==> src/rtl/huffman_pack.sv <==
// +-----------------------------------------------------------------------------+
// | Module   : huffman_pack                                                     |
// | Function : packs variable-length codes for symbols 1..6 into MSB-first      |
// |            bytes, with per-message flush, padding and last-byte marking.    |
// | Revision : 1.0  initial release                                             |
// +-----------------------------------------------------------------------------+
`default_nettype none
`timescale 1ns/1ps

module huffman_pack #(
  parameter logic PAD_BIT = 1'b0
) (
  input  logic        clk,
  input  logic        reset,
  input  logic        code_valid,
  input  logic [7:0]  HC1,
  input  logic [7:0]  HC2,
  input  logic [7:0]  HC3,
  input  logic [7:0]  HC4,
  input  logic [7:0]  HC5,
  input  logic [7:0]  HC6,
  input  logic [7:0]  M1,
  input  logic [7:0]  M2,
  input  logic [7:0]  M3,
  input  logic [7:0]  M4,
  input  logic [7:0]  M5,
  input  logic [7:0]  M6,
  input  logic        sym_valid,
  input  logic [7:0]  sym_data,
  input  logic        sym_last,
  output logic        sym_ready,
  output logic        out_valid,
  output logic [7:0]  out_data,
  output logic        out_last,
  input  logic        out_ready,
  output logic        err,
  output logic [15:0] total_bits
);

  typedef enum logic [1:0] {
    IDLE  = 2'd0,
    RUN   = 2'd1,
    FLUSH = 2'd2,
    DONE  = 2'd3
  } state_t;

  localparam int          C_NSYM    = 6;
  localparam logic [4:0]  C_BYTE    = 5'd8;
  localparam logic [15:0] C_SAT_MAX = 16'hFFFF;

  state_t      r_state;
  state_t      w_state_next;

  logic [15:0] r_acc;
  logic [4:0]  r_fill;
  logic [15:0] r_total;
  logic        r_err;
  logic        r_tbl_valid;
  logic [7:0]  r_code [C_NSYM];
  logic [3:0]  r_len  [C_NSYM];

  logic [7:0]  w_hc [C_NSYM];
  logic [7:0]  w_m  [C_NSYM];

  logic [7:0]  w_sel_code;
  logic [3:0]  w_sel_len;
  logic        w_in_range;
  logic        w_legal;
  logic [7:0]  w_app_code;
  logic [3:0]  w_app_len;
  logic [15:0] w_code_lj;

  logic        w_sym_xfer;
  logic        w_out_xfer;
  logic [4:0]  w_fill_base;
  logic [15:0] w_acc_base;
  logic [15:0] w_acc_app;
  logic [4:0]  w_fill_app;
  logic [16:0] w_total_sum;
  logic [15:0] w_total_sat;
  logic [7:0]  w_keep;

  function automatic logic [3:0] popcount8(input logic [7:0] v);
    logic [3:0] c;
    c = 4'd0;
    for (int i = 0; i < 8; i++) begin
      c = c + {3'b000, v[i]};
    end
    return c;
  endfunction

  assign w_hc[0] = HC1;
  assign w_hc[1] = HC2;
  assign w_hc[2] = HC3;
  assign w_hc[3] = HC4;
  assign w_hc[4] = HC5;
  assign w_hc[5] = HC6;
  assign w_m[0]  = M1;
  assign w_m[1]  = M2;
  assign w_m[2]  = M3;
  assign w_m[3]  = M4;
  assign w_m[4]  = M5;
  assign w_m[5]  = M6;

  // Table lookup through a case so out-of-range symbol values never index the arrays
  always_comb begin
    w_sel_code = 8'h00;
    w_sel_len  = 4'd0;
    w_in_range = 1'b1;
    case (sym_data)
      8'd1: begin w_sel_code = r_code[0]; w_sel_len = r_len[0]; end
      8'd2: begin w_sel_code = r_code[1]; w_sel_len = r_len[1]; end
      8'd3: begin w_sel_code = r_code[2]; w_sel_len = r_len[2]; end
      8'd4: begin w_sel_code = r_code[3]; w_sel_len = r_len[3]; end
      8'd5: begin w_sel_code = r_code[4]; w_sel_len = r_len[4]; end
      8'd6: begin w_sel_code = r_code[5]; w_sel_len = r_len[5]; end
      default: w_in_range = 1'b0;
    endcase
  end

  assign w_legal    = w_in_range && (w_sel_len != 4'd0);
  assign w_app_code = w_legal ? w_sel_code : 8'h00;
  assign w_app_len  = w_legal ? w_sel_len  : 4'd0;
  assign w_code_lj  = {w_app_code, 8'h00} << (4'd8 - w_app_len);

  always_ff @(posedge clk or negedge reset) begin
    if (!reset) begin
      r_state <= IDLE;
    end else begin
      r_state <= w_state_next;
    end
  end

  always_comb begin
    w_state_next = r_state;
    sym_ready    = 1'b0;
    out_valid    = 1'b0;
    out_last     = 1'b0;
    case (r_state)
      IDLE: begin
        if (code_valid) begin
          w_state_next = RUN;
        end
      end
      RUN: begin
        sym_ready = r_tbl_valid && (r_fill <= C_BYTE);
        out_valid = (r_fill >= C_BYTE);
        if (sym_valid && sym_ready && sym_last) begin
          w_state_next = FLUSH;
        end
      end
      FLUSH: begin
        // With fill==0 the emitted byte is pure padding, so FLUSH always has one final byte
        out_valid = 1'b1;
        out_last  = (r_fill <= C_BYTE);
        if (out_ready && out_last) begin
          w_state_next = DONE;
        end
      end
      DONE: begin
        w_state_next = RUN;
      end
      default: begin
        w_state_next = IDLE;
      end
    endcase
  end

  assign w_keep   = (r_fill >= C_BYTE) ? 8'hFF : ~(8'hFF >> r_fill[3:0]);
  assign out_data = (r_state == FLUSH)
                  ? ((r_acc[15:8] & w_keep) | ({8{PAD_BIT}} & ~w_keep))
                  : r_acc[15:8];

  assign w_sym_xfer  = sym_valid && sym_ready;
  assign w_out_xfer  = out_valid && out_ready;
  assign w_fill_base = w_out_xfer ? (r_fill - C_BYTE) : r_fill;
  assign w_acc_base  = w_out_xfer ? {r_acc[7:0], 8'h00} : r_acc;
  assign w_acc_app   = w_acc_base | (w_code_lj >> w_fill_base);
  assign w_fill_app  = w_fill_base + {1'b0, w_app_len};
  assign w_total_sum = {1'b0, r_total} + {13'd0, w_app_len};
  assign w_total_sat = w_total_sum[16] ? C_SAT_MAX : w_total_sum[15:0];

  always_ff @(posedge clk or negedge reset) begin
    if (!reset) begin
      r_acc       <= 16'h0000;
      r_fill      <= 5'd0;
      r_total     <= 16'h0000;
      r_err       <= 1'b0;
      r_tbl_valid <= 1'b0;
      for (int i = 0; i < C_NSYM; i++) begin
        r_code[i] <= 8'h00;
        r_len[i]  <= 4'd0;
      end
    end else begin
      case (r_state)
        IDLE: begin
          if (code_valid) begin
            r_tbl_valid <= 1'b1;
            for (int i = 0; i < C_NSYM; i++) begin
              r_code[i] <= w_hc[i] & w_m[i];
              r_len[i]  <= popcount8(w_m[i]);
            end
          end
        end
        RUN: begin
          if (w_sym_xfer) begin
            r_acc   <= w_acc_app;
            r_fill  <= w_fill_app;
            r_total <= w_total_sat;
            if (!w_legal) begin
              r_err <= 1'b1;
            end
          end else if (w_out_xfer) begin
            r_acc  <= w_acc_base;
            r_fill <= w_fill_base;
          end
        end
        FLUSH: begin
          if (w_out_xfer) begin
            if (out_last) begin
              r_acc  <= 16'h0000;
              r_fill <= 5'd0;
            end else begin
              r_acc  <= w_acc_base;
              r_fill <= w_fill_base;
            end
          end
        end
        DONE: begin
          r_acc   <= 16'h0000;
          r_fill  <= 5'd0;
          r_total <= 16'h0000;
        end
        default: begin
          r_acc  <= 16'h0000;
          r_fill <= 5'd0;
        end
      endcase
    end
  end

  assign err        = r_err;
  assign total_bits = r_total;

endmodule

`default_nettype wire

==> config.mk <==
export PLATFORM = sky130hd
export DESIGN_NAME = huffman_pack
export DESIGN_NICKNAME = d
export VERILOG_FILES = /design/src/rtl/huffman_pack.sv
export SDC_FILE = /design/constraint.sdc
export NUM_CORES = 1
export LEC_CHECK = 0
export BUFFER_PORTS_ARGS = -buffer_cell sky130_fd_sc_hd__buf_2
export CORE_AREA = 2 2 131 133
export CTS_CLUSTER_DIAMETER = 120
export CTS_CLUSTER_SIZE = 20
export DETAILED_ROUTE_END_ITERATION = 7
export DIE_AREA = 0 0 133 135
export MAX_ROUTING_LAYER = met4
export PLACE_DENSITY_LB_ADDON = 0.2
export SYNTH_ARGS = -nofsm -noshare
export SYNTH_HDL_FRONTEND = slang
export SYNTH_SLANG_ARGS = --single-unit
==> constraint.sdc <==
create_clock -name clk -period 5.6 [get_ports clk]
set_input_delay 0.84 -clock clk [delete_from_list [all_inputs] [get_ports clk]]
set_output_delay 0.84 -clock clk [all_outputs]
set_load 0.1 [all_outputs]
# Word level (Yosys, flattened, before mapping)
# Cells that the tools add are included.
dict set report totals {
  ff_bits 113
  romBits 0
  mem_bits_rw 0
  word_cells 140
  out_inout_bits 28
  latchBits 0
  n_memories 0
}
dict set report classes {
  div_mod_pow 0
  n_addsub 46
  multipliers 0
  muxes 29
  eq_ne 15
  n_bitwise 10
  reduce_logical 17
  order_cmp 2
  shift 3
}
# op n
set ops {}
lappend ops {{$mux W16} 7}
lappend ops {{$add A4 B1 Y4} 24}
lappend ops {{$and A8 B8 Y8} 7}
lappend ops {{$pmux W16 S3} 1}
lappend ops {{$pmux W8 S6} 1}
lappend ops {{$pmux W16 S2} 1}
lappend ops {{$mux W5} 5}
lappend ops {{$add A3 B1 Y4} 6}
lappend ops {{$eq A8 B3 Y1 const B} 3}
lappend ops {{$mux W8} 3}
lappend ops {{$pmux W4 S6} 1}
lappend ops {{$add A2 B1 Y3} 6}
lappend ops {{$add A16 B4 Y17} 1}
lappend ops {{$eq A8 B2 Y1 const B} 2}
lappend ops {{$or A16 B16 Y16} 1}
lappend ops {{$shl A16 B4 Y16} 1}
lappend ops {{$shr A16 B5 Y16} 1}
lappend ops {{$pmux W5 S3} 1}
lappend ops {{$add A1 B1 Y2} 6}
lappend ops {{$ne A2 B2 Y1 const B} 5}
lappend ops {{$reduce_and A3 Y1} 3}
lappend ops {{$eq A8 B1 Y1 const B} 1}
lappend ops {{$not A8 Y8} 1}
lappend ops {{$pmux W2 S4} 1}
lappend ops {{21 further kinds} 33}

# Logic depth before layout (Yosys ltp)
# Gate-level depths: netlist (run 1).
dict set report logic_depth {
  word_depth 11
  mapped_depth 20
  depth_no_buf 16
}

# Least setup slack after synthesis (run 1)
# No wires, ideal clock.
dict set report synth_timing {
  path_type {input-to-reg}
  startpoint {input sym_data[2]}
  endpoint {register r_total[11] (netlist: total_bits[11])}
  setup_slack_ns 1.344
  n_path_buf 4
  setup_ns 0.134
  cell_stages 20
  required_ns 5.466
  arrival_time_ns 4.122
  cell_sequence {buf_2 -> buf_6 -> buf_4 -> mux2i_1 -> nor2_1 -> a21oi_1 -> nor2_1 -> a31oi_1 -> inv_1 -> fa_1 -> a21o_1 -> a21oi_1 -> nor3_1 -> and3_1 -> nand2_1 -> or3_1 -> clkbuf_1 -> o21ai_0 -> a22oi_1 -> o21ai_0}
}
dict set report synth_between {
  elab_chain_cells 9
}
# element line_no
set synth_lines {}
lappend synth_lines {{start: declaration} 29} ;# input logic [7:0] sym_data,
lappend synth_lines {{$eq A8 B3 Y1, or another cell as far along} 110} ;# case (sym_data)
lappend synth_lines {{$pmux W4 S6 or $reduce_or A6 Y1 (tied branches)} -}
lappend synth_lines {{$reduce_bool A4 Y1 or $mux W1 (tied branches)} {121, 110}}
lappend synth_lines {{$logic_and A1 B1 Y1} 121} ;# assign w_legal = w_in_range && (w_sel_len != 4'd0);
lappend synth_lines {{$mux W4 (*)} 123} ;# assign w_app_len = w_legal ? w_sel_len : 4'd0;
lappend synth_lines {{$add A16 B4 Y17 (*)} 180} ;# assign w_total_sum = {1'b0, r_total} + {13'd0, w_app_len};
lappend synth_lines {{$mux W16 (*)} 181} ;# assign w_total_sat = w_total_sum[16] ? C_SAT_MAX : w_total_sum[15:0];
lappend synth_lines {{$mux W16 (*)} 206} ;# if (w_sym_xfer) begin
lappend synth_lines {{$pmux W16 S2 (*)} 195} ;# case (r_state)
lappend synth_lines {{end signal: assignment} 209} ;# r_total <= w_total_sat;
lappend synth_lines {{end: declaration} 56} ;# logic [15:0] r_total;
# Every way passes the cells marked *; elsewhere a longest branch is shown, timed or not. The select of a mux whose other input is x is not followed.
# A chain may end at the register's enable or synchronous reset.

# Worst setup path after layout (run 1)
dict set report layout_timing {
  startpoint {input sym_data[2]}
  endpoint {register r_acc[11]}
}
dict set report layout_between {
  elab_chain_cells 11
}
# element line_no
set layout_lines {}
lappend layout_lines {{$eq A8 B3 Y1, or another cell as far along} 110}
lappend layout_lines {{$pmux W4 S6 or $reduce_or A6 Y1 (tied branches)} -}
lappend layout_lines {{$reduce_bool A4 Y1 or $mux W1 (tied branches)} {121, 110}}
lappend layout_lines {{$logic_and A1 B1 Y1} 121}
lappend layout_lines {{$mux W4} 123}
lappend layout_lines {{$sub A4 B4 Y4} 124} ;# assign w_code_lj = {w_app_code, 8'h00} << (4'd8 - w_app_len);
lappend layout_lines {{$shl A16 B4 Y16 (*)} 124}
lappend layout_lines {{$shr A16 B5 Y16 (*)} 178} ;# assign w_acc_app = w_acc_base | (w_code_lj >> w_fill_base);
lappend layout_lines {{$or A16 B16 Y16 (*)} 178}
lappend layout_lines {{$mux W16 (*)} 206}
lappend layout_lines {{$pmux W16 S3 (*)} 195}
lappend layout_lines {{end signal: assignment} 207} ;# r_acc <= w_acc_app;
lappend layout_lines {{end signal: assignment} 214} ;# r_acc <= w_acc_base;
lappend layout_lines {{end signal: assignment} 224} ;# r_acc <= w_acc_base;
lappend layout_lines {{end: declaration} 54} ;# logic [15:0] r_acc;
# Every way passes the cells marked *; elsewhere a longest branch is shown, timed or not.

==> flow_results.xml, run 1 <==
<?xml version="1.0" encoding="UTF-8"?>
<metrics>
  <group name="route">
    <metric name="via_per_inst" unit="">5.59</metric>
    <metric name="ant_nets" unit="">0</metric>
    <metric name="drt_pass1_iterations" unit="">6</metric>
    <metric name="drt_drc_violations_left" unit="">0</metric>
    <metric name="detailedRoute.firstIterationViolations" unit="">592</metric>
    <metric name="vias" unit="">7117</metric>
    <metric name="wl_per_cell" unit="um">16.9</metric>
    <metric name="finalWirelength" unit="um">21500</metric>
  </group>
  <group name="timing">
    <metric name="slew-limit-headroom" unit="">0.229</metric>
    <metric name="setup_violations" unit="">0</metric>
    <metric name="max_slew.worst_pin.slew" unit="ns">1.15</metric>
    <metric name="report.final.hold_viol_count" unit="">0</metric>
    <metric name="fmax" unit="GHz">0.212</metric>
    <metric name="final_min_period_over_clock_period" unit="">0.844</metric>
    <metric name="skew" unit="ns">0.0113</metric>
    <metric name="slew_viol_final" unit="">0</metric>
    <metric name="fin_setup_tns" unit="ns">0</metric>
    <metric name="rsz0062_at_grt" unit="">no</metric>
    <metric name="period_needed" unit="ns">4.73</metric>
    <metric name="fin_ws" unit="ns">0.873</metric>
  </group>
  <group name="grt">
    <metric name="global_route.overflow_total" unit="">0</metric>
    <metric name="track_usage" unit="">0.260</metric>
    <metric name="antenna_violations_before_repair" unit="">0</metric>
    <metric name="grt_start_max_net_pins" unit="">79</metric>
    <metric name="number_of_global_route_vias_before_repair" unit="">6938</metric>
    <metric name="grt_first_pass_wirelength" unit="um">35700</metric>
  </group>
  <group name="hold_path">
    <metric name="hp-start" unit="">r_code[5]</metric>
    <metric name="hold_path_depth" unit="">2</metric>
    <metric name="holdPathEnd" unit="">r_code[5]</metric>
    <metric name="hold_class" unit="">reg -&gt; reg</metric>
  </group>
  <group name="setup_path">
    <metric name="cp_data_arrival_time" unit="ns">5.00</metric>
    <metric name="r2r_setup_slk" unit="ns">1.52</metric>
    <metric name="critical_path.startpoint_type" unit="">input pin</metric>
    <metric name="r2r-start" unit="">r_len[20]</metric>
    <metric name="type_of_element_capturing_the_critical_path" unit="">flip-flop</metric>
    <metric name="reg2reg_to" unit="">r_acc[11]</metric>
    <metric name="timing_worst_setup_path_type" unit="">in -&gt; reg</metric>
    <metric name="worst_ep_required_time" unit="ns">5.88</metric>
    <metric name="critical_path_peak_fanout" unit="">26</metric>
    <metric name="worstRegToRegCells" unit="">11</metric>
  </group>
  <group name="cells_and_area">
    <metric name="antenna_cells" unit="">0</metric>
    <metric name="design.final.nets" unit="">1211</metric>
    <metric name="instances_no_fill" unit="">1274</metric>
    <metric name="synthToLayoutAreaGrowth" unit="%">17.4</metric>
    <metric name="filler_cells" unit="">1464</metric>
    <metric name="multiInputGateArea" unit="sq um">4730</metric>
    <metric name="register_area" unit="sq um">2830</metric>
    <metric name="drive_gt1_frac" unit="">0.206</metric>
  </group>
  <group name="cts">
    <metric name="cts_tree" unit="">done</metric>
    <metric name="path_clk_slew" unit="ns">0.05</metric>
    <metric name="post_cts.resized_instances" unit="">0</metric>
    <metric name="tritoncts_sinks" unit="">113</metric>
    <metric name="clockRootBuffer" unit="">sky130_fd_sc_hd__clkbuf_16</metric>
    <metric name="postCtsSetupBuffers" unit="">0</metric>
    <metric name="cts-buffers-inserted" unit="">17</metric>
    <metric name="clock_path_buffers" unit="">2</metric>
    <metric name="cts_hold_buf" unit="">0</metric>
    <metric name="insertion_delay" unit="ns">0.42</metric>
    <metric name="h-tree-depth" unit="">4</metric>
  </group>
  <group name="synth">
    <metric name="synth_xor_xnor_area_share" unit="">0.0150</metric>
    <metric name="synth_cell_types" unit="">90</metric>
    <metric name="synth_edf_count" unit="">0</metric>
    <metric name="async_reset_ff_frac" unit="">1.00</metric>
    <metric name="post_synth_instance_area" unit="sq um">8100</metric>
    <metric name="synth_top_family_by_area" unit="">simple AND/OR/NAND/NOR gates</metric>
    <metric name="post_synth_inst_count" unit="">920</metric>
    <metric name="postSynthRegisterBits" unit="">113</metric>
    <metric name="mean_post_synth_cell_area" unit="sq um">8.81</metric>
    <metric name="yosys-mux-area-fraction" unit="">0.0409</metric>
    <metric name="synth-adder-area-share" unit="">0.117</metric>
    <metric name="synth_top_flop_cell" unit="">sky130_fd_sc_hd__dfrtp_1</metric>
    <metric name="synth-seq-area-share" unit="">0.349</metric>
    <metric name="synth_warnings" unit="">0</metric>
    <metric name="synth_nets" unit="">1090</metric>
    <metric name="synth-compound-area-share" unit="">0.193</metric>
    <metric name="post_synth_simple_gate_area" unit="">0.218</metric>
  </group>
  <group name="place">
    <metric name="cell_total_after_placement" unit="">1242</metric>
    <metric name="place_worst_setup_slack" unit="ns">0.576</metric>
    <metric name="port_buffers" unit="">137</metric>
    <metric name="routability_congestion" unit="">0.951</metric>
    <metric name="dp_hpwl" unit="um">16200</metric>
  </group>
  <group name="pwr">
    <metric name="power.total" unit="mW">2.44</metric>
    <metric name="leakagePower" unit="nW">4.75</metric>
    <metric name="ir_drop" unit="mV">0.254</metric>
    <metric name="powerDensity" unit="nW/um^2">256</metric>
  </group>
  <group name="floorplanning">
    <metric name="std_cell_rows" unit="">47</metric>
    <metric name="die_area" unit="sq um">18000</metric>
    <metric name="core_region_area" unit="sq um">16400</metric>
    <metric name="fp.dieW" unit="um">133</metric>
    <metric name="ios" unit="">138</metric>
    <metric name="start_util" unit="">0.494</metric>
    <metric name="floorplan.die.height" unit="um">135</metric>
  </group>
  <group name="job">
    <metric name="cap_viol_max_count" unit="">0</metric>
  </group>
  <group name="status">
    <metric name="result_of_the_run" unit="">finished, final reports clean</metric>
  </group>
</metrics>
-- report_power, final --
| group | switching, mW | internal (mW) |
|---|---|---|
| Clock | 0.390 | 0.780 |
| Combinational | 0.254 | 0.176 |
| Sequential | 0.0129 | 0.824 |
| Total | 0.657 | 1.78 |
-- area by class of cell --
type	count	share of cell area
tap	220	0.0289
clock buffer	20	0.0490
multi-input combinational	686	0.497
sequential	113	0.297
timing repair buffer	144	0.0778
clock inverter	12	0.0189
inverter	79	0.0312
-- worst max-delay path by stage --
stage	to	from
global route	r_acc[11]	sym_data[2]
floorplan	total_bits[11]	sym_data[2]
global placement	total_bits[11]	sym_data[2]
detailed placement	r_acc[9]	sym_data[2]
CTS	r_acc[11]	sym_data[2]
finish	r_acc[11]	sym_data[2]
-- per-stage QoR --
step	instance area, sq um	utilization	hold WS, ns
final	9520	0.580	0.463
after detailed placement	8870	0.541	0.456
after floorplan	8100	-	0.438
after CTS	9520	0.580	0.468
after global placement	8870	0.541	0.449
after global routing	9520	0.580	0.491
-- critical path: stages --
cell and delay (ns):
sky130_fd_sc_hd__buf_2 0.43, sky130_fd_sc_hd__buf_4 0.34, sky130_fd_sc_hd__nand3b_1 0.14, sky130_fd_sc_hd__o21ai_0 0.08, sky130_fd_sc_hd__a21oi_1 0.31, sky130_fd_sc_hd__nor2_1 0.07
sky130_fd_sc_hd__a31oi_1 0.22, sky130_fd_sc_hd__ha_1 0.48, sky130_fd_sc_hd__clkinv_1 0.44, sky130_fd_sc_hd__mux4_2 0.43, sky130_fd_sc_hd__o31ai_1 0.15, sky130_fd_sc_hd__o32ai_1 0.17
sky130_fd_sc_hd__o2111ai_1 0.27, sky130_fd_sc_hd__nor4b_1 0.48, sky130_fd_sc_hd__o31ai_1 0.15
-- cell usage after synthesis, drive strengths merged, types with 6 or more instances --
| cell type | number | area, sq um |
|---|---|---|
| o31ai | 14 | 119 |
| o32ai | 6 | 52.6 |
| a21o | 10 | 75.1 |
| nand3 | 61 | 305 |
| nand3b | 11 | 82.6 |
| nor3 | 15 | 86.3 |
| nand2 | 194 | 728 |
| o21ai | 54 | 274 |
| o31a | 6 | 53.8 |
| buf | 16 | 146 |
| o2bb2ai | 7 | 61.3 |
| a31oi | 7 | 58.8 |
| clkbuf | 26 | 108 |
| mux2i | 26 | 260 |
| inv | 78 | 293 |
| a21oi | 29 | 149 |
| xor2 | 8 | 77.6 |
| nor2 | 35 | 148 |
| a22oi | 13 | 97.6 |
| ha | 34 | 425 |
| dfrtp | 113 | 2830 |
| and2 | 7 | 47.6 |
| a22o | 14 | 124 |
| fa | 26 | 521 |
-- layout by cell type (no fill, tap or decap), types with 7 or more instances in the layout --
cell and count:
sky130_fd_sc_hd__a21oi_1 28, sky130_fd_sc_hd__clkbuf_16 17, sky130_fd_sc_hd__fa_1 26, sky130_fd_sc_hd__nand3b_1 11, sky130_fd_sc_hd__a21o_1 10, sky130_fd_sc_hd__dfrtp_1 113, sky130_fd_sc_hd__nand2_1 193, sky130_fd_sc_hd__inv_1 78
sky130_fd_sc_hd__o31ai_1 13, sky130_fd_sc_hd__o2bb2ai_1 7, sky130_fd_sc_hd__ha_1 34, sky130_fd_sc_hd__nor3_1 14, sky130_fd_sc_hd__nand3_1 61, sky130_fd_sc_hd__buf_4 8, sky130_fd_sc_hd__mux2i_1 26, sky130_fd_sc_hd__o21ai_0 51
sky130_fd_sc_hd__nor2_1 34, sky130_fd_sc_hd__buf_2 136, sky130_fd_sc_hd__a22oi_1 13, sky130_fd_sc_hd__a22o_1 13, sky130_fd_sc_hd__xor2_1 7
-- cells by family after synthesis --
logic type,count (synthesis)
compound gates,212
xor+xnor,13
fa+ha+maj,60
buf+inv,121
flops,113
mux,31
simple gates,370
-- state kept, by name (all words and copies together) (netlist names) --
signal,flops
err,1
r_len,24
r_state,2
total_bits,16
r_fill,5
r_acc,16
r_code,48
r_tbl_valid,1
-- routing by layer --
metal | global-route usage | wire length [um]
met4 | 0.0854 | 503
met1 | 0.339 | 9790
met5 | - | 0
met2 | 0.410 | 10200
met3 | 0.0507 | 1010
(Power assumes the default switching activity.)
==> inputs of run 2 (changes only) <==
ABC_AREA = 1   (was not set)
clock period = 4.9 ns   (was 5.6 ns; I/O delays follow)
==> run 2 against run 1 <==
Sequential power rose by 82%. Die area unchanged. Register-to-register slack worse by 0.37 ns. Hold slack gained 0.023 ns. Final cell count increased by 13%. Via count is 3.8% higher. Global-route usage down 1.9 points. Synthesized cell count up 17%. Critical path depth rose by 9. Utilization rose by 0.23 points. Sequential share of layout area fell by 0.12 points. Largest power group is now combinational cells.
==> flow_results.xml, run 2 <==
<?xml version="1.0" encoding="UTF-8"?>
<metrics>
  <group name="synth">
    <metric name="synth_cell_types" unit="">45</metric>
    <metric name="yosys-mux-area-fraction" unit="">0.00246</metric>
    <metric name="mean_post_synth_cell_area" unit="sq um">7.54</metric>
    <metric name="synth_warnings" unit="">0</metric>
    <metric name="yosys.cell_count.top_type" unit="">sky130_fd_sc_hd__nand2_1</metric>
    <metric name="synth-compound-area-share" unit="">0.120</metric>
    <metric name="post_synth_inst_count" unit="">1079</metric>
    <metric name="post_synth_instance_area" unit="sq um">8140</metric>
    <metric name="postSynthRegisterBits" unit="">113</metric>
    <metric name="synth_top_family_by_area" unit="">simple AND/OR/NAND/NOR gates</metric>
    <metric name="post_synth_simple_gate_area" unit="">0.293</metric>
    <metric name="synth_nets" unit="">1249</metric>
    <metric name="yosys.area.top_type_share" unit="">0.347</metric>
    <metric name="synth_common_cells" unit="">sky130_fd_sc_hd__nand2_1, sky130_fd_sc_hd__inv_1, sky130_fd_sc_hd__nand3_1, sky130_fd_sc_hd__dfrtp_1, sky130_fd_sc_hd__o21ai_0</metric>
    <metric name="synth-adder-area-share" unit="">0.116</metric>
    <metric name="async_reset_ff_frac" unit="">1.00</metric>
    <metric name="synth_top_flop_cell" unit="">sky130_fd_sc_hd__dfrtp_1</metric>
    <metric name="ys_top_cells_by_area" unit="">sky130_fd_sc_hd__dfrtp_1, sky130_fd_sc_hd__nand2_1, sky130_fd_sc_hd__nand3_1</metric>
    <metric name="synth_edf_count" unit="">0</metric>
    <metric name="synthDominantAreaCellType" unit="">sky130_fd_sc_hd__dfrtp_1</metric>
    <metric name="synth_xor_xnor_area_share" unit="">0.0206</metric>
    <metric name="synth-seq-area-share" unit="">0.347</metric>
  </group>
  <group name="grt">
    <metric name="global_route.overflow_total" unit="">0</metric>
    <metric name="grt_first_pass_wirelength" unit="um">33600</metric>
    <metric name="antenna_violations_before_repair" unit="">0</metric>
    <metric name="grt_start_max_net_pins" unit="">79</metric>
    <metric name="number_of_global_route_vias_before_repair" unit="">7009</metric>
    <metric name="track_usage" unit="">0.242</metric>
  </group>
  <group name="place">
    <metric name="dp_hpwl" unit="um">15000</metric>
    <metric name="port_buffers" unit="">137</metric>
    <metric name="cell_total_after_placement" unit="">1405</metric>
    <metric name="routability_congestion" unit="">0.888</metric>
  </group>
  <group name="pwr">
    <metric name="powerDensity" unit="nW/um^2">503</metric>
    <metric name="ir_drop" unit="mV">0.547</metric>
    <metric name="power_frac_comb" unit="">0.424</metric>
    <metric name="leakagePower" unit="nW">4.94</metric>
    <metric name="clock_power_share" unit="">0.260</metric>
    <metric name="p_int" unit="mW">2.66</metric>
    <metric name="power.switching" unit="mW">2.14</metric>
    <metric name="power.switching_fraction" unit="">0.446</metric>
    <metric name="seqPwrFrac" unit="">0.316</metric>
  </group>
  <group name="floorplanning">
    <metric name="std_cell_rows" unit="">47</metric>
    <metric name="ios" unit="">138</metric>
    <metric name="core_region_area" unit="sq um">16400</metric>
    <metric name="floorplan.die.height" unit="um">135</metric>
    <metric name="fp.dieW" unit="um">133</metric>
    <metric name="start_util" unit="">0.496</metric>
    <metric name="die_area" unit="sq um">18000</metric>
  </group>
  <group name="setup_path">
    <metric name="cp_data_arrival_time" unit="ns">4.12</metric>
    <metric name="worst_ep_required_time" unit="ns">5.24</metric>
    <metric name="critical_path.startpoint_type" unit="">input pin</metric>
    <metric name="critPathBufInv" unit="">5</metric>
    <metric name="crit_path_cell_trace" unit="">buf_2 &gt; inv_2 &gt; nand2_2 &gt; nor2_2 &gt; nand3_1 &gt; nand2_1 &gt; nor2_2 &gt; nand2_4 &gt; ha_1 &gt; fa_1 &gt; a21oi_1 &gt; nor2_1 &gt; nor2_1 &gt; nor3_1 &gt; nand3_1 &gt; nor3_1 &gt; inv_1 &gt; nor2_1 &gt; inv_1 &gt; nor2_1 &gt; nand2_1 &gt; inv_1 &gt; a21oi_1 &gt; o21ai_0</metric>
    <metric name="worst_path_largest_cell_delay" unit="ns">0.47</metric>
    <metric name="timing_worst_setup_path_type" unit="">in -&gt; reg</metric>
    <metric name="critical-path-top-delay-family" unit="">simple AND/OR/NAND/NOR gates</metric>
    <metric name="crit_top_cell" unit="">sky130_fd_sc_hd__nor2_1</metric>
    <metric name="critical_path_peak_fanout" unit="">13</metric>
    <metric name="slowest_stage_cell_crit_path" unit="">sky130_fd_sc_hd__nor2_2</metric>
    <metric name="type_of_element_capturing_the_critical_path" unit="">flip-flop</metric>
  </group>
  <group name="timing">
    <metric name="fmax" unit="GHz">0.265</metric>
    <metric name="report.final.hold_viol_count" unit="">0</metric>
    <metric name="final_min_period_over_clock_period" unit="">0.771</metric>
    <metric name="slew-limit-headroom" unit="">0.326</metric>
    <metric name="setup_violations" unit="">0</metric>
    <metric name="rsz0062_at_grt" unit="">no</metric>
    <metric name="fin_setup_tns" unit="ns">0</metric>
    <metric name="slew_viol_final" unit="">0</metric>
    <metric name="max_slew.worst_pin.slew" unit="ns">1.01</metric>
    <metric name="period_needed" unit="ns">3.78</metric>
    <metric name="skew" unit="ns">0.00913</metric>
  </group>
  <group name="cts">
    <metric name="cts-buffers-inserted" unit="">17</metric>
    <metric name="postCtsSetupBuffers" unit="">0</metric>
    <metric name="h-tree-depth" unit="">4</metric>
    <metric name="path_clk_slew" unit="ns">0.06</metric>
    <metric name="post_cts.resized_instances" unit="">0</metric>
    <metric name="tritoncts_sinks" unit="">113</metric>
    <metric name="clockRootBuffer" unit="">sky130_fd_sc_hd__clkbuf_16</metric>
    <metric name="cts_hold_buf" unit="">0</metric>
    <metric name="cts_tree" unit="">done</metric>
    <metric name="clock_path_buffers" unit="">2</metric>
    <metric name="insertion_delay" unit="ns">0.43</metric>
  </group>
  <group name="cells_and_area">
    <metric name="layout.cells.most_common" unit="">sky130_fd_sc_hd__nand2_1</metric>
    <metric name="register_area" unit="sq um">2830</metric>
    <metric name="layout_common_cells" unit="">sky130_fd_sc_hd__nand2_1, sky130_fd_sc_hd__inv_1, sky130_fd_sc_hd__buf_2</metric>
    <metric name="top_regs" unit="">r_code (48), r_len (24)</metric>
    <metric name="largest_register_ff_count" unit="">48</metric>
    <metric name="multiInputGateArea" unit="sq um">4500</metric>
    <metric name="antenna_cells" unit="">0</metric>
    <metric name="design.final.nets" unit="">1374</metric>
    <metric name="largest-register" unit="">r_code</metric>
    <metric name="drive_gt1_frac" unit="">0.202</metric>
    <metric name="synthToLayoutAreaGrowth" unit="%">17.4</metric>
    <metric name="filler_cells" unit="">1517</metric>
    <metric name="instances_no_fill" unit="">1437</metric>
  </group>
  <group name="hold_path">
    <metric name="hold_class" unit="">in -&gt; async</metric>
  </group>
  <group name="job">
    <metric name="cap_viol_max_count" unit="">0</metric>
  </group>
  <group name="route">
    <metric name="via_per_inst" unit="">5.14</metric>
    <metric name="finalWirelength" unit="um">20000</metric>
    <metric name="detailedRoute.firstIterationViolations" unit="">531</metric>
    <metric name="drt_drc_violations_left" unit="">0</metric>
    <metric name="ant_nets" unit="">0</metric>
    <metric name="drt_pass1_iterations" unit="">6</metric>
    <metric name="wl_per_cell" unit="um">13.9</metric>
    <metric name="vias" unit="">7390</metric>
  </group>
  <group name="status">
    <metric name="result_of_the_run" unit="">finished, final reports clean</metric>
  </group>
</metrics>
## run 2: changes by cell type after synthesis, moves of 18 or more
cell / before / now
sky130_fd_sc_hd__mux2i_1: 26 / 2
sky130_fd_sc_hd__o21ai_0: 51 / 94
sky130_fd_sc_hd__inv_2: 0 / 18
sky130_fd_sc_hd__nor2_1: 34 / 57
sky130_fd_sc_hd__inv_1: 78 / 142
sky130_fd_sc_hd__nand3_1: 61 / 122
sky130_fd_sc_hd__nand2_1: 194 / 263
## run 2: area by class of cell
class / instances / share of cell area
inverter: 160 / 0.0629
tap: 220 / 0.0288
multi-input combinational: 766 / 0.471
sequential: 113 / 0.296
timing repair buffer: 146 / 0.0791
clock buffer: 17 / 0.0445
clock inverter: 15 / 0.0179
## run 2: per-stage QoR
step	setup WS (ns)	area [sq um]	hold WS [ns]	power (mW)	util
5_1_grt	0.617	9550	0.507	5.16	0.582
3_3_place_gp	0.779	8960	0.469	3.52	0.546
6_report	1.12	9550	0.486	4.80	0.582
2_1_floorplan	0.891	8140	0.439	3.05	-
3_5_place_dp	0.725	8960	0.474	3.56	0.546
4_1_cts	1.16	9550	0.489	4.83	0.582
## run 2: routing by layer
layer  up-vias  share of wire  global-route usage
li1       3749              -                   -
met1      3353           0.47               0.317
met2       239           0.45               0.372
met3        49          0.051              0.0387
met4         0          0.029               0.107
met5         -              0                   -
## run 2: final timing paths
path | startpoint | end | slack, ns | depth (start not counted)
setup / recovery | sym_data[1] | total_bits[11] | 1.12 | 24
hold / removal | reset | total_bits[15] | 0.49 | 1
setup reg to reg | r_fill[1] | r_fill[4] | 1.15 | 16
hold reg to reg | r_len[2] | r_len[2] | 0.49 | 2
max in group asynchronous | reset | r_code[42] | 3.36 | 2
min in group clk | r_len[2] | r_len[2] | 0.49 | 2
## run 2: power by group through the flow
stage               combinational, mW  clock [mW]  sequential [mW]
CTS                              2.04        1.27             1.52
detailed placement               2.03           0             1.53
floorplan                        1.58           0             1.48
finish                           2.04        1.25             1.52
global placement                 2.00           0             1.52
global route                     2.30        1.31             1.55
## run 2: cell families after synthesis
logic type,count (synthesis)
muxes,2
adders and majority gates,60
DFF,113
xor gates and xnor gates,17
buffers and inverters,200
and+or+nand+nor,507
AOI/OAI and AO/OA,180
## run 2: worst register-to-register path: stages, from the launching register on
cell                        delay, ns
sky130_fd_sc_hd__dfrtp_1         0.36
sky130_fd_sc_hd__buf_4           0.20
sky130_fd_sc_hd__inv_1           0.33
sky130_fd_sc_hd__nand2_1         0.19
sky130_fd_sc_hd__nor2_2          0.19
sky130_fd_sc_hd__nand3_1         0.12
sky130_fd_sc_hd__nand2_1         0.08
sky130_fd_sc_hd__nand2_1         0.06
sky130_fd_sc_hd__a21oi_2         0.14
sky130_fd_sc_hd__nand2_2         0.31
sky130_fd_sc_hd__xor2_1          0.55
sky130_fd_sc_hd__inv_2           0.22
sky130_fd_sc_hd__ha_1            0.35
sky130_fd_sc_hd__a21oi_1         0.24
sky130_fd_sc_hd__o211ai_1        0.11
sky130_fd_sc_hd__nand2_1         0.08
sky130_fd_sc_hd__a2bb2oi_1       0.15
==> inputs of run 3 (changes only) <==
ABC_AREA = 0   (was 1)
clock period = 3.7 ns   (was 4.9 ns; I/O delays follow)
==> run 3 against run 2 <==
Global-route usage rose by 2.6 points. Critical path depth shrank 11. Sequential cell count stayed put. Die area did not move. First-iteration DRC count rose by 15%. Setup slack worse by 0.80 ns. Sequential power down 16%. Count of clock-buffer cells in the layout up 5. Register-to-register slack got worse by 0.78 ns.
==> flow_results.xml, run 3 (synthesis results as in run 1) <==
<?xml version="1.0" encoding="UTF-8"?>
<metrics>
  <group name="timing">
    <metric name="rsz0062_at_grt" unit="">no</metric>
    <metric name="finalHoldWorstSlack" unit="ns">0.223</metric>
    <metric name="fin_ws" unit="ns">0.323</metric>
    <metric name="report.final.hold_viol_count" unit="">0</metric>
    <metric name="fin_setup_tns" unit="ns">0</metric>
    <metric name="max_slew.worst_pin.slew" unit="ns">1.07</metric>
    <metric name="period_needed" unit="ns">3.38</metric>
    <metric name="fmax" unit="GHz">0.296</metric>
    <metric name="slew-limit-headroom" unit="">0.281</metric>
    <metric name="setup_violations" unit="">0</metric>
    <metric name="slew_viol_final" unit="">0</metric>
    <metric name="final_min_period_over_clock_period" unit="">0.913</metric>
    <metric name="skew" unit="ns">0.00560</metric>
  </group>
  <group name="pwr">
    <metric name="clock_power_share" unit="">0.477</metric>
    <metric name="leakagePower" unit="nW">5.03</metric>
    <metric name="power.switching_fraction" unit="">0.269</metric>
    <metric name="power.switching" unit="mW">0.992</metric>
    <metric name="power_frac_comb" unit="">0.179</metric>
    <metric name="powerDensity" unit="nW/um^2">371</metric>
    <metric name="p_int" unit="mW">2.70</metric>
    <metric name="ir_drop" unit="mV">0.334</metric>
    <metric name="seqPwrFrac" unit="">0.343</metric>
  </group>
  <group name="route">
    <metric name="ant_nets" unit="">0</metric>
    <metric name="detailedRoute.firstIterationViolations" unit="">608</metric>
    <metric name="finalWirelength" unit="um">22400</metric>
    <metric name="wl_per_cell" unit="um">16.8</metric>
    <metric name="drt_drc_violations_left" unit="">0</metric>
    <metric name="drt_pass1_iterations" unit="">6</metric>
    <metric name="vias" unit="">7402</metric>
    <metric name="via_per_inst" unit="">5.58</metric>
  </group>
  <group name="floorplanning">
    <metric name="floorplan.die.height" unit="um">135</metric>
    <metric name="core_region_area" unit="sq um">16400</metric>
    <metric name="fp.dieW" unit="um">133</metric>
    <metric name="die_area" unit="sq um">18000</metric>
    <metric name="ios" unit="">138</metric>
    <metric name="start_util" unit="">0.494</metric>
    <metric name="std_cell_rows" unit="">47</metric>
  </group>
  <group name="grt">
    <metric name="track_usage" unit="">0.267</metric>
    <metric name="grt_first_pass_wirelength" unit="um">36700</metric>
    <metric name="grt_start_max_net_pins" unit="">62</metric>
    <metric name="global_route.overflow_total" unit="">0</metric>
    <metric name="antenna_violations_before_repair" unit="">0</metric>
    <metric name="number_of_global_route_vias_before_repair" unit="">7359</metric>
  </group>
  <group name="cells_and_area">
    <metric name="synthToLayoutAreaGrowth" unit="%">22.6</metric>
    <metric name="layout_common_cells" unit="">sky130_fd_sc_hd__nand2_1, sky130_fd_sc_hd__buf_2, sky130_fd_sc_hd__dfrtp_1</metric>
    <metric name="layout.core_utilization" unit="">0.605</metric>
    <metric name="largest-register" unit="">r_code</metric>
    <metric name="largest_register_ff_count" unit="">48</metric>
    <metric name="top_regs" unit="">r_code (48), r_len (24)</metric>
    <metric name="layout.cells.most_common" unit="">sky130_fd_sc_hd__nand2_1</metric>
    <metric name="design.final.nets" unit="">1263</metric>
    <metric name="filler_cells" unit="">1465</metric>
    <metric name="drive_gt1_frac" unit="">0.245</metric>
  </group>
  <group name="place">
    <metric name="routability_congestion" unit="">0.942</metric>
    <metric name="place_worst_setup_slack" unit="ns">-0.109</metric>
    <metric name="dp_hpwl" unit="um">17200</metric>
    <metric name="port_buffers" unit="">137</metric>
  </group>
  <group name="cts">
    <metric name="cts-buffers-inserted" unit="">17</metric>
    <metric name="clockRootBuffer" unit="">sky130_fd_sc_hd__clkbuf_16</metric>
    <metric name="insertion_delay" unit="ns">0.42</metric>
    <metric name="clock_path_buffers" unit="">2</metric>
    <metric name="tritoncts_sinks" unit="">113</metric>
    <metric name="h-tree-depth" unit="">4</metric>
    <metric name="path_clk_slew" unit="ns">0.05</metric>
    <metric name="cts_tree" unit="">done</metric>
    <metric name="cts_hold_buf" unit="">0</metric>
  </group>
  <group name="setup_path">
    <metric name="timing_worst_setup_path_type" unit="">in -&gt; reg</metric>
    <metric name="cp_data_arrival_time" unit="ns">3.68</metric>
    <metric name="type_of_element_capturing_the_critical_path" unit="">flip-flop</metric>
    <metric name="r2r_setup_slk" unit="ns">0.37</metric>
    <metric name="critical_path_peak_fanout" unit="">6</metric>
    <metric name="critical_path.startpoint_type" unit="">input pin</metric>
    <metric name="worst_ep_required_time" unit="ns">4.00</metric>
  </group>
  <group name="job">
    <metric name="cap_viol_max_count" unit="">0</metric>
  </group>
  <group name="hold_path">
    <metric name="hold_class" unit="">in -&gt; async</metric>
  </group>
  <group name="status">
    <metric name="result_of_the_run" unit="">finished, final reports clean</metric>
  </group>
</metrics>
[run 3: cell types whose count changed in the layout (fill, tap and decap cells not counted), sizes merged, moves of 24 or more]
cell / change
inv: -89
nand2: -86
nand3: -66
o21ai: -55
buf: +50
nor2: -42
mux2i: +24
[run 3: layout make-up]
class / instances / area (sq um) / area share
Antenna cell: 1 / 2.50 / 0.000252
Inverter: 79 / 298 / 0.0300
Sequential cell: 113 / 2830 / 0.285
Multi-Input combinational cell: 686 / 4740 / 0.477
Clock buffer: 22 / 474 / 0.0477
Tap cell: 220 / 275 / 0.0277
Clock inverter: 10 / 156 / 0.0157
Timing Repair Buffer: 196 / 1160 / 0.116
[run 3: worst max-delay path, cell delays in order]
cell	delay, ns
sky130_fd_sc_hd__buf_2	0.12
sky130_fd_sc_hd__or4_1	0.68
sky130_fd_sc_hd__nor2_8	0.15
sky130_fd_sc_hd__o31ai_4	0.09
sky130_fd_sc_hd__buf_4	0.15
sky130_fd_sc_hd__ha_1	0.22
sky130_fd_sc_hd__xnor2_1	0.27
sky130_fd_sc_hd__buf_4	0.22
sky130_fd_sc_hd__a2111oi_2	0.06
sky130_fd_sc_hd__a311oi_2	0.38
sky130_fd_sc_hd__o22ai_1	0.19
sky130_fd_sc_hd__a21o_1	0.25
sky130_fd_sc_hd__a221o_1	0.35
[run 3: stage by stage]
step / power, mW / area, sq um / cells
after floorplan: 1.74 / 8120 / 920
after global placement: 1.94 / 9290 / 1294
after detailed placement: 1.95 / 9290 / 1294
after CTS: 3.71 / 9920 / 1326
after global routing: 3.86 / 9930 / 1326
final: 3.69 / 9930 / 1327
[run 3: per-layer routing]
metal,vias to the layer above,GRT usage,part of all wire
met5,-,-,0
met4,0,0.102,0.026
met3,39,0.0477,0.048
met2,216,0.444,0.50
met1,3563,0.328,0.43
li1,3584,-,-
[run 3: power by group through the flow]
stage / clock network (mW) / logic [mW] / registers (mW)
after CTS: 1.78 / 0.669 / 1.27
after global routing: 1.84 / 0.754 / 1.27
after floorplan: 0 / 0.451 / 1.28
after global placement: 0 / 0.648 / 1.29
after detailed placement: 0 / 0.663 / 1.29
final: 1.76 / 0.661 / 1.27
[run 3: final timing paths]
path                             start  depth (start not counted)             end
max                        sym_data[5]                         13        r_acc[9]
min                              reset                          1   total_bits[6]
max reg2reg                   r_len[5]                         16  total_bits[15]
min reg2reg                 r_code[37]                          2      r_code[37]
max in group asynchronous        reset                          2        r_len[8]
min in group clk                HC3[1]                          3      r_code[25]
[run 3: timing repair]
item / 4_1_cts / 5_1_grt
endpoints found under the hold margin: 0 / 0
setup buffers: 0 / 0
endpoints found under the setup margin: 0 / 2
resized for setup: 0 / 1
